### src/rtl/mem_stage_reg_if.sv
// -----------------------------------------------------------------------------
// mem_stage_reg_if
//  Bundles the EX->MEM handshake/bus, the SRAM read-data return and the
//  MEM->WB / MEM->ID outputs of the MEM pipeline stage.
//
//  Signals
//   ex_to_mem_valid  EX holds a completed instruction
//   ex_to_mem_bus    {pc, res_from_mem, rf_we, rf_waddr, alu_result, rkd_value}
//   mem_allowin      MEM can accept from EX this cycle
//   data_sram_rdata  SRAM read data (valid the cycle after EX issued the read)
//   wb_allowin       WB can accept this cycle
//   mem_to_wb_valid  MEM presents an instruction to WB
//   mem_to_wb_bus    {pc, rf_we, rf_waddr, final_result}
//   mem_to_id_bus    {rf_we & valid, rf_waddr, final_result} bypass
//
//  Modports
//   master : environment side (drives EX/SRAM/WB inputs, observes outputs)
//   slave  : the MEM stage itself
// -----------------------------------------------------------------------------
interface mem_stage_reg_if #(
  parameter int DW  = 32,
  parameter int RAW = 5
);
  localparam int EX_BW = 3*DW + 2 + RAW;
  localparam int WB_BW = 2*DW + 1 + RAW;
  localparam int ID_BW = DW + 1 + RAW;

  logic             ex_to_mem_valid;
  logic [EX_BW-1:0] ex_to_mem_bus;
  logic             mem_allowin;
  logic [DW-1:0]    data_sram_rdata;
  logic             wb_allowin;
  logic             mem_to_wb_valid;
  logic [WB_BW-1:0] mem_to_wb_bus;
  logic [ID_BW-1:0] mem_to_id_bus;

  modport master (
    output ex_to_mem_valid, ex_to_mem_bus, data_sram_rdata, wb_allowin,
    input  mem_allowin, mem_to_wb_valid, mem_to_wb_bus, mem_to_id_bus
  );

  modport slave (
    input  ex_to_mem_valid, ex_to_mem_bus, data_sram_rdata, wb_allowin,
    output mem_allowin, mem_to_wb_valid, mem_to_wb_bus, mem_to_id_bus
  );
endinterface

### src/rtl/mem_stage_reg.sv
// -----------------------------------------------------------------------------
// mem_stage_reg
//  MEM pipeline stage. Latches the EX bus on the valid/allowin handshake,
//  merges the synchronous SRAM read data with the ALU result and forwards the
//  result to WB and to the ID bypass. The SRAM word is only live during the
//  instruction's first MEM cycle, so it is captured into rdata_hold_q and
//  served from there for as long as WB back-pressure keeps the load here.
//
//  Ports
//   clk     rising-edge clock
//   resetn  asynchronous active-low reset
//   bus_if  mem_stage_reg_if.slave (EX handshake, SRAM rdata, WB/ID outputs)
// -----------------------------------------------------------------------------
module mem_stage_reg #(
  parameter int DW  = 32,
  parameter int RAW = 5
) (
  input  logic                 clk,
  input  logic                 resetn,
  mem_stage_reg_if.slave       bus_if
);

  // Read-data source: FIRST = SRAM output is live, HELD = use captured copy.
  typedef enum logic {
    CAP_HELD  = 1'b0,
    CAP_FIRST = 1'b1
  } cap_state_e;

  // EX bus fields
  logic [DW-1:0]  ex_pc;
  logic           ex_res_from_mem;
  logic           ex_rf_we;
  logic [RAW-1:0] ex_rf_waddr;
  logic [DW-1:0]  ex_alu_result;
  logic [DW-1:0]  ex_rkd_value;

  assign {ex_pc, ex_res_from_mem, ex_rf_we, ex_rf_waddr,
          ex_alu_result, ex_rkd_value} = bus_if.ex_to_mem_bus;

  // State
  logic           mem_valid_q,    mem_valid_d;
  logic [DW-1:0]  pc_q,           pc_d;
  logic           res_from_mem_q, res_from_mem_d;
  logic           rf_we_q,        rf_we_d;
  logic [RAW-1:0] rf_waddr_q,     rf_waddr_d;
  logic [DW-1:0]  alu_result_q,   alu_result_d;
  logic [DW-1:0]  rkd_value_q,    rkd_value_d;
  logic [DW-1:0]  rdata_hold_q,   rdata_hold_d;
  cap_state_e     cap_q,          cap_d;

  logic           mem_allowin;
  logic           enter;
  logic [DW-1:0]  load_data;
  logic [DW-1:0]  final_result;
  logic           rf_we_out;
  logic           res_from_mem_out;

  // No internal wait states: ready_go is constantly 1.
  assign mem_allowin = ~mem_valid_q | bus_if.wb_allowin;
  assign enter       = bus_if.ex_to_mem_valid & mem_allowin;

  always_ff @(posedge clk or negedge resetn) begin
    if (!resetn) begin
      mem_valid_q    <= 1'b0;
      pc_q           <= '0;
      res_from_mem_q <= 1'b0;
      rf_we_q        <= 1'b0;
      rf_waddr_q     <= '0;
      alu_result_q   <= '0;
      rkd_value_q    <= '0;
      rdata_hold_q   <= '0;
      cap_q          <= CAP_HELD;
    end else begin
      mem_valid_q    <= mem_valid_d;
      pc_q           <= pc_d;
      res_from_mem_q <= res_from_mem_d;
      rf_we_q        <= rf_we_d;
      rf_waddr_q     <= rf_waddr_d;
      alu_result_q   <= alu_result_d;
      rkd_value_q    <= rkd_value_d;
      rdata_hold_q   <= rdata_hold_d;
      cap_q          <= cap_d;
    end
  end

  always_comb begin
    mem_valid_d    = mem_valid_q;
    pc_d           = pc_q;
    res_from_mem_d = res_from_mem_q;
    rf_we_d        = rf_we_q;
    rf_waddr_d     = rf_waddr_q;
    alu_result_d   = alu_result_q;
    rkd_value_d    = rkd_value_q;
    rdata_hold_d   = rdata_hold_q;
    cap_d          = CAP_HELD;

    if (mem_allowin) begin
      mem_valid_d = bus_if.ex_to_mem_valid;
    end

    // A bubble keeps the stale payload; mem_valid_q masks its enables.
    if (enter) begin
      pc_d           = ex_pc;
      res_from_mem_d = ex_res_from_mem;
      rf_we_d        = ex_rf_we;
      rf_waddr_d     = ex_rf_waddr;
      alu_result_d   = ex_alu_result;
      rkd_value_d    = ex_rkd_value;
    end

    // Capture on every FIRST-cycle edge, even when the instruction leaves,
    // so a stall that follows always finds the word in rdata_hold_q.
    case (cap_q)
      CAP_FIRST: rdata_hold_d = bus_if.data_sram_rdata;
      default:   rdata_hold_d = rdata_hold_q;
    endcase

    // A newly entering instruction always starts in FIRST, including the
    // leave+enter case; otherwise the stage falls (or stays) in HELD.
    if (enter) begin
      cap_d = CAP_FIRST;
    end
  end

  assign load_data        = (cap_q == CAP_FIRST) ? bus_if.data_sram_rdata : rdata_hold_q;
  assign rf_we_out        = rf_we_q & mem_valid_q;
  assign res_from_mem_out = res_from_mem_q & mem_valid_q;
  assign final_result     = res_from_mem_out ? load_data : alu_result_q;

  assign bus_if.mem_allowin     = mem_allowin;
  assign bus_if.mem_to_wb_valid = mem_valid_q;
  assign bus_if.mem_to_wb_bus   = {pc_q, rf_we_out, rf_waddr_q, final_result};
  assign bus_if.mem_to_id_bus   = {rf_we_out, rf_waddr_q, final_result};

  // rkd_value travels with the instruction but has no consumer in this stage.
  logic rkd_unused;
  assign rkd_unused = ^rkd_value_q;

endmodule
### src/flat_wrapper.sv
// flat-port wrapper written by rule: the top's interface ports become plain ports
module mem_stage_reg_flat 
#(
  parameter int DW  = 32,
  parameter int RAW = 5
)
  (clk, resetn, bus_if_ex_to_mem_valid, bus_if_ex_to_mem_bus, bus_if_data_sram_rdata, bus_if_wb_allowin, bus_if_mem_allowin, bus_if_mem_to_wb_valid, bus_if_mem_to_wb_bus, bus_if_mem_to_id_bus);
  mem_stage_reg_if #(.DW(DW), .RAW(RAW)) bus_if_i ();
  input  logic clk;
  input  logic resetn;
  input wire logic [$bits(bus_if_i.ex_to_mem_valid)-1:0] bus_if_ex_to_mem_valid;
  input wire logic [$bits(bus_if_i.ex_to_mem_bus)-1:0] bus_if_ex_to_mem_bus;
  input wire logic [$bits(bus_if_i.data_sram_rdata)-1:0] bus_if_data_sram_rdata;
  input wire logic [$bits(bus_if_i.wb_allowin)-1:0] bus_if_wb_allowin;
  output wire logic [$bits(bus_if_i.mem_allowin)-1:0] bus_if_mem_allowin;
  output wire logic [$bits(bus_if_i.mem_to_wb_valid)-1:0] bus_if_mem_to_wb_valid;
  output wire logic [$bits(bus_if_i.mem_to_wb_bus)-1:0] bus_if_mem_to_wb_bus;
  output wire logic [$bits(bus_if_i.mem_to_id_bus)-1:0] bus_if_mem_to_id_bus;
  assign bus_if_i.ex_to_mem_valid = bus_if_ex_to_mem_valid;
  assign bus_if_i.ex_to_mem_bus = bus_if_ex_to_mem_bus;
  assign bus_if_i.data_sram_rdata = bus_if_data_sram_rdata;
  assign bus_if_i.wb_allowin = bus_if_wb_allowin;
  assign bus_if_mem_allowin = bus_if_i.mem_allowin;
  assign bus_if_mem_to_wb_valid = bus_if_i.mem_to_wb_valid;
  assign bus_if_mem_to_wb_bus = bus_if_i.mem_to_wb_bus;
  assign bus_if_mem_to_id_bus = bus_if_i.mem_to_id_bus;
  mem_stage_reg #(.DW(DW), .RAW(RAW)) u_core (.clk(clk), .resetn(resetn), .bus_if(bus_if_i));
endmodule
### config.mk
export PLATFORM = sky130hd
export DESIGN_NAME = mem_stage_reg_flat
export DESIGN_NICKNAME = d
export VERILOG_FILES = /design/src/rtl/mem_stage_reg_if.sv /design/src/rtl/mem_stage_reg.sv /design/src/flat_wrapper.sv
export SDC_FILE = /design/constraint.sdc
export NUM_CORES = 1
export LEC_CHECK = 0
export ABC_AREA = 1
export ABC_CLOCK_PERIOD_IN_PS = 2400
export CAP_MARGIN = 10
export CORE_UTILIZATION = 38
export DETAILED_ROUTE_END_ITERATION = 16
export PLACE_DENSITY = 0.74
export SKIP_CTS_REPAIR_TIMING = 1
export SLEW_MARGIN = 10
export SYNTH_ARGS = -nofsm -noshare
export SYNTH_HDL_FRONTEND = slang
export SYNTH_SLANG_ARGS = --single-unit
### constraint.sdc
create_clock -name clk -period 2.4 [get_ports clk]
set_input_delay 0.36 -clock clk [delete_from_list [all_inputs] [get_ports clk]]
set_output_delay 0.36 -clock clk [all_outputs]
set_load 0.02 [all_outputs]
### Word-level counts from Yosys, hierarchy flattened

Index checks and enable logic that the tools add are counted.

| storage, ports and cells | value |
|---|---|
| bits in registers | 105 |
| bits in latches | 0 |
| memory bits (writable) | 0 |
| memory bits (read-only) | 0 |
| input bits | 139 |
| memories kept | 0 |

| cells by class | value |
|---|---|
| $add $sub $neg | 0 |
| multiply operators | 0 |
| divide/modulo/power cells | 0 |
| magnitude comparators | 0 |
| equality and inequality tests | 0 |
| shift operators | 0 |
| mux-type cells | 3 |
| bitwise logic cells | 5 |
| reduce and logical (&&, ||, !) cells | 0 |

Operators with widths:

| kind | count |
|---|---|
| $mux 32 | 2 |
| $and 1x1->1 | 3 |
| $mux 1 | 1 |
| $not 1->1 | 1 |
| $or 1x1->1 | 1 |

### Depth between registers and ports, before layout

Gate-level depths: netlist of the first run.

| logic depth | value |
|---|---|
| depth after elaboration | 4 |
| depth in mapped cells | 8 |
| depth with buffers taken out | 5 |

### Worst setup path after synthesis of the first run

No wires, ideal clock.

| timing | value |
|---|---|
| path kind | flip-flop to output port |
| from | register u_core.mem_valid_q, in the netlist u_core.bus_if.mem_to_wb_valid |
| to | output port bus_if_mem_to_wb_bus[10] |
| arrival time | 1.340 ns |
| data required time | 2.040 ns |
| setup slack | 0.700 ns |
| stages on the path, launching flop included | 6 |
| path buffers | 2 |
| cells stage by stage | dfrtp_1 nand2_1 clkbuf_1 nand2_1 nand2_1 buf_4 |

| between the ends | value |
|---|---|
| longest elaborated chain between the ends | 2 |

Ends and longest elaborated chain:

| what | RTL line | source |
|---|---|---|
| start: declaration | mem_stage_reg.sv:41 | `logic mem_valid_q, mem_valid_d;` |
| start signal: assignment | mem_stage_reg.sv:74 | `mem_valid_q <= mem_valid_d;` |
| $and 1x1->1 | mem_stage_reg.sv:127 | `assign res_from_mem_out = res_from_mem_q & mem_valid_q;` |
| $mux 32 | mem_stage_reg.sv:128 | `assign final_result = res_from_mem_out ? load_data : alu_result_q;` |
| end: declaration | flat_wrapper.sv:17 | `output wire logic [$bits(bus_if_i.mem_to_wb_bus)-1:0] bus_if_mem_to_wb_bus;` |

No other way between the ends.

### Final worst setup path of the first run

| timing | value |
|---|---|
| from | register u_core.mem_valid_q, in the netlist u_core.bus_if.mem_to_wb_valid |
| to | output port bus_if_mem_to_id_bus[31] |

| between the ends | value |
|---|---|
| longest elaborated chain between the ends | 2 |

Ends and longest elaborated chain:

| what | RTL line | source |
|---|---|---|
| $and 1x1->1 | mem_stage_reg.sv:127 |  |
| $mux 32 | mem_stage_reg.sv:128 |  |
| end: declaration | flat_wrapper.sv:18 | `output wire logic [$bits(bus_if_i.mem_to_id_bus)-1:0] bus_if_mem_to_id_bus;` |

No other way between the ends.

==> results of run 1 <==
registers in the layout (all words and copies together) (netlist names):
name / flops
u_core.res_from_mem_q: 1
u_core.cap_q: 1
u_core.rf_we_q: 1
u_core.rdata_hold_q: 32
u_core.alu_result_q: 32
u_core.pc_q: 32
u_core.bus_if.mem_to_wb_valid: 1
u_core.rf_waddr_q: 5
per-layer routing:
layer,up-vias,part of all wire
met4,0,0.015
met3,16,0.090
met1,1959,0.40
met2,176,0.50
met5,-,0
li1,2121,-
power by group:
part / leakage, nW / switching (mW) / internal (mW)
Clock: 0.139 / 0.629 / 0.808
Combinational: 2.66 / 0.969 / 0.825
Sequential: 1.29 / 0.121 / 2.01
Total: 4.08 / 1.72 / 3.64
through the flow:
stage          power, mW  setup TNS (ns)
2_1_floorplan       3.19               0
3_3_place_gp        3.96               0
3_5_place_dp        4.00               0
4_1_cts             5.45          -0.152
5_1_grt             5.64         -0.0481
6_report            5.36               0
cell usage after synthesis:
cell type and count:
nand2_1 338, dfrtp_1 105, nand3_1 71, buf_4 50, buf_2 22, inv_1 4
clkbuf_1 3, inv_2 1, nand2_2 1
final timing paths:
path	startpoint	to	slack, ns	cells after the start
max in group asynchronous	resetn	u_core.pc_q[30]	1.64	2
min	resetn	u_core.rdata_hold_q[19]	0.01	1
min reg2reg	u_core.rdata_hold_q[7]	u_core.rdata_hold_q[7]	0.47	2
max reg2reg	u_core.bus_if.mem_to_wb_valid	u_core.pc_q[28]	0.78	5
min in group clk	bus_if_ex_to_mem_valid	u_core.rf_waddr_q[3]	0.46	3
max	u_core.bus_if.mem_to_wb_valid	bus_if_mem_to_id_bus[31]	0.04	6
critical path, stage by stage, from the launching register on:
cell	delay, ns
dfrtp_1	0.42
nand2_1	0.13
inv_1	0.11
buf_12	0.19
nand2_1	0.07
nand2_1	0.10
clkdlybuf4s50_1	0.62
cell families after synthesis:
| kind of cell | count (synthesis) | share of synthesized area |
|---|---|---|
| buf+inv | 80 | 0.108 |
| flops | 105 | 0.550 |
| simple gates | 410 | 0.342 |
layout make-up:
class,count,area [µm²]
tap,168,210
multi-input combinational,410,1630
inverter,5,21.3
sequential,105,2630
fill,1090,4920
timing repair buffer,230,2410
clock inverter,5,56.3
clock buffer,11,233
==> flow_metrics.py, run 1 <==
metrics = {
    "outcome": {
        "status": "finished clean",
    },
    "yosys": {
        "syn_area_per_cell_um2": 8.02,
        "yosys.area.top_type": "dfrtp_1",
        "yosys_warnings": 0,
        "syn_inst": 595,
        "syn_area_um2": 4770,
        "ys_types": 9,
        "synthTopCellsByArea": "dfrtp_1, nand2_1, buf_4",
        "netlist.area_leader.share": 0.550,
        "synth_fp_nets": 734,
        "seq_area_frac_synth": 0.550,
        "ys_seq_elements": 105,
    },
    "pwr": {
        "p_per_area_nw_per_um2": 745,
        "p_leak_nw": 4.08,
        "ir_worst_vdd_v": 0.000442,
    },
    "grt": {
        "grt_pass1_wl_um": 20700,
        "grt_use_met3": 0.0598,
        "grt_pass1_vias": 4237,
        "grt_use_met2": 0.363,
        "antenna_found_initial": 0,
        "grt_busiest_layer": "met2",
        "grt_max_degree": 45,
        "grt_usage": 0.206,
        "use_met1": 0.238,
        "grt_overflow": 0,
    },
    "sta": {
        "finalMaxSlewViolations": 0,
        "final.setup.worst_slack_ns": 0.0405,
        "period_share": 0.983,
        "relSlewSlack": 0.633,
        "setup_violations": 0,
        "hold_viol_final": 0,
        "worst_clock_skew_ns": 0.00595,
        "timing.final.crit_period_ns": 2.36,
        "rsz0062_at_grt": "true",
        "max_freq_mhz": 424,
        "worst_pin_slew_ns": 0.551,
        "fin_hold_ws_ns": 0.0130,
    },
    "floorplan": {
        "rows": 40,
        "start_util": 0.394,
        "die_y_um": 114,
        "io_pins": 249,
        "die_x_um": 114,
        "die_area_um2": 13000,
        "core-area_um2": 12100,
    },
    "hold_path": {
        "hold_path.class": "primary input to async pin",
    },
    "critical_path": {
        "cp_max_fo": 32,
        "path_class": "flop to output pin",
        "required_ns": 2.04,
        "cp-start-kind": "flop",
        "cp-end-kind": "output pin",
        "cp.arrival_ns": 2.00,
    },
    "cts": {
        "ctsLongestPathBuffers": 2,
        "numCtsBuffers": 9,
        "ctsHtreeMaxLevel": 3,
        "cts_tree": "yes",
        "cts_sinks": 105,
        "path_clk_slew_ns": 0.07,
        "root_buffer": "clkbuf_16",
        "clk_latency_ns": 0.34,
    },
    "final_layout": {
        "stdcell_area_um2": 7200,
        "utilization": 0.594,
        "final_common_cell": "nand2_1",
        "nets": 900,
        "area_growth_pct": 50.7,
        "stdcell_count": 934,
        "final_cell_mix": "nand2_1, clkdlybuf4s50_1, dfrtp_1",
        "drive_gt1_frac": 0.0431,
        "antenna_cells": 0,
    },
    "routing": {
        "viasPerCell": 4.57,
        "routed_wl_um": 13100,
        "avgRoutedWirePerCell_um": 14.0,
        "via_count": 4272,
        "drt_first_pass_iters": 4,
        "dr.first_iter.drc_count": 165,
        "final_antenna_net_count": 0,
        "drc_errors": 0,
    },
    "placed_design": {
        "placed_area_um2": 6770,
        "dpl.hpwl_um": 9340,
        "pre_cts_ws_ns": 0.265,
        "port_buffers": 216,
        "placed_cells": 918,
        "gp_congestion": 0.776,
    },
    "job": {
        "maxCapViolations": 0,
    },
}
No activity file was read; power rests on OpenSTA's default activity.
==> inputs of run 2 (changes only) <==
--- a/config.mk
+++ b/config.mk
@@ -8,9 +8,11 @@
 export ABC_AREA = 1
 export ABC_CLOCK_PERIOD_IN_PS = 2400
 export CAP_MARGIN = 10
-export CORE_UTILIZATION = 38
+export CELL_PAD_IN_SITES_DETAIL_PLACEMENT = 0
+export CELL_PAD_IN_SITES_GLOBAL_PLACEMENT = 2
+export CORE_UTILIZATION = 23
 export DETAILED_ROUTE_END_ITERATION = 16
-export PLACE_DENSITY = 0.74
+export PLACE_DENSITY = 0.83
 export SKIP_CTS_REPAIR_TIMING = 1
 export SLEW_MARGIN = 10
 export SYNTH_ARGS = -nofsm -noshare
==> flow_metrics.py, run 2 (synthesis gave the netlist of run 1 again) <==
metrics = {
    "hold_path": {
        "hold_path.class": "primary input to async pin",
    },
    "routing": {
        "avgRoutedWirePerCell_um": 14.0,
        "routed_wl_um": 14500,
        "final_antenna_net_count": 0,
        "drc_errors": 0,
        "viasPerCell": 4.00,
        "drt_first_pass_iters": 4,
        "via_count": 4156,
        "dr.first_iter.drc_count": 191,
    },
    "sta": {
        "worst_clock_skew_ns": 0.00879,
        "hold_viol_final": 0,
        "relSlewSlack": 0.596,
        "timing.final.crit_period_ns": 2.05,
        "final.setup.worst_slack_ns": 0.347,
        "setup_violations": 0,
        "max_freq_mhz": 487,
        "period_share": 0.856,
        "worst_pin_slew_ns": 0.606,
        "fin_tns_setup_ns": 0,
        "rsz0062_at_grt": "false",
        "finalMaxSlewViolations": 0,
    },
    "placed_design": {
        "port_buffers": 216,
        "dpl.hpwl_um": 9750,
        "placed_cells": 1021,
        "gp_congestion": 0.720,
        "pre_cts_ws_ns": 0.221,
    },
    "grt": {
        "grt_use_met2": 0.232,
        "antenna_found_initial": 1,
        "use_met1": 0.169,
        "grt_busiest_layer": "met2",
        "grt_max_degree": 74,
        "grt_pass1_wl_um": 23200,
        "grt_use_met3": 0.0547,
        "grt_overflow": 0,
        "grt_usage": 0.140,
        "grt_pass1_vias": 4226,
    },
    "pwr": {
        "finalPower_mw": 5.34,
        "ir_worst_vdd_v": 0.000319,
        "p_per_area_nw_per_um2": 721,
        "p_leak_nw": 4.32,
    },
    "final_layout": {
        "drive_gt1_frac": 0.0456,
        "area_growth_pct": 55.3,
        "reg.largest.list": "u_core.alu_result_q: 32 flops, u_core.pc_q: 32 flops, u_core.rdata_hold_q: 32 flops",
        "nets": 901,
        "stdcell_count": 1038,
        "final_common_cell": "nand2_1",
        "final_cell_mix": "nand2_1, clkdlybuf4s50_1, dfrtp_1",
    },
    "cts": {
        "numCtsBuffers": 9,
        "clk_latency_ns": 0.35,
        "ctsLongestPathBuffers": 2,
        "root_buffer": "clkbuf_16",
        "cts_sinks": 105,
        "cts_tree": "yes",
        "path_clk_slew_ns": 0.07,
        "ctsHtreeMaxLevel": 3,
    },
    "critical_path": {
        "cp_slowest_cell": "dfrtp_1",
        "r2r_cells": 6,
        "path_delay_family": "buffers and inverters",
        "cp-end-kind": "output pin",
        "cpMostUsedCell": "nand2_1",
        "path_cells": "nand2_1, inv_1, buf_12, nand2_1, nand2_1, dlymetal6s2s_1",
        "path_class": "flop to output pin",
        "cp-start-kind": "flop",
        "cp_max_fo": 32,
        "cp.arrival_ns": 1.69,
        "cp_num_buf_inv": 3,
        "required_ns": 2.04,
        "slowest_delay_ns": 0.41,
        "cp.depth": 6,
    },
    "floorplan": {
        "die_area_um2": 21300,
        "die_y_um": 146,
        "rows": 52,
        "die_x_um": 146,
        "core-area_um2": 20300,
        "io_pins": 249,
        "start_util": 0.235,
    },
    "job": {
        "maxCapViolations": 0,
    },
    "outcome": {
        "status": "finished clean",
    },
}
-- run 2: cell count changes in the layout (fill, tap and decap cells not counted) --
cell / delta
buf_12: +4
buf_4: -1
buf_6: -1
buf_8: -1
bufinv_16: -1
clkbuf_1: -1
clkbuf_8: +2
clkdlybuf4s50_1: -18
clkinv_4: -1
diode_2: +1
dlymetal6s2s_1: +18
inv_6: +1
-- run 2: final timing paths --
path	startpoint	to	slack, ns
max	u_core.bus_if.mem_to_wb_valid	bus_if_mem_to_id_bus[29]	0.35
min	resetn	u_core.pc_q[17]	0.006
max reg2reg	u_core.bus_if.mem_to_wb_valid	u_core.alu_result_q[23]	0.85
min reg2reg	u_core.rdata_hold_q[15]	u_core.rdata_hold_q[15]	0.46
max in group asynchronous	resetn	u_core.alu_result_q[27]	1.73
min in group clk	bus_if_ex_to_mem_valid	u_core.pc_q[31]	0.44
-- run 2: final cells by class --
class / instances / area, µm²
clock buffer: 12 / 256
fill: 2160 / 12900
timing repair buffer: 231 / 2510
antenna: 1 / 2.50
clock inverter: 4 / 26.3
sequential: 105 / 2630
multi-input combinational: 410 / 1630
tap: 270 / 338
inverter: 5 / 21.3
-- run 2: report_power, final --
group	switching (mW)	internal [mW]	total [mW]
Combinational	0.973	0.826	1.80
Clock	0.660	0.762	1.42
Sequential	0.112	2.01	2.12
-- run 2: worst reg2reg max path: stages, from the launching register on --
cell,delay [ns]
dfrtp_1,0.42
nand2_2,0.12
buf_12,0.32
nand2_2,0.15
buf_4,0.27
nand2_1,0.11
nand2_1,0.05
-- run 2: metrics by stage --
| step | instance area (µm²) | utilization | hold WS [ns] |
|---|---|---|---|
| 2_1_floorplan | 4770 | - | 0.0644 |
| 3_3_place_gp | 6960 | 0.343 | 0.417 |
| 3_5_place_dp | 6960 | 0.343 | 0.409 |
| 4_1_cts | 7240 | 0.357 | 0.0209 |
| 5_1_grt | 7410 | 0.365 | 0.0526 |
| 6_report | 7410 | 0.365 | 0.00578 |
-- run 2: per-layer routing --
metal | up-vias | wire length, µm
met5 | - | 0
met4 | 0 | 154
met3 | 10 | 1170
met2 | 131 | 6780
met1 | 1884 | 6380
li1 | 2131 | -
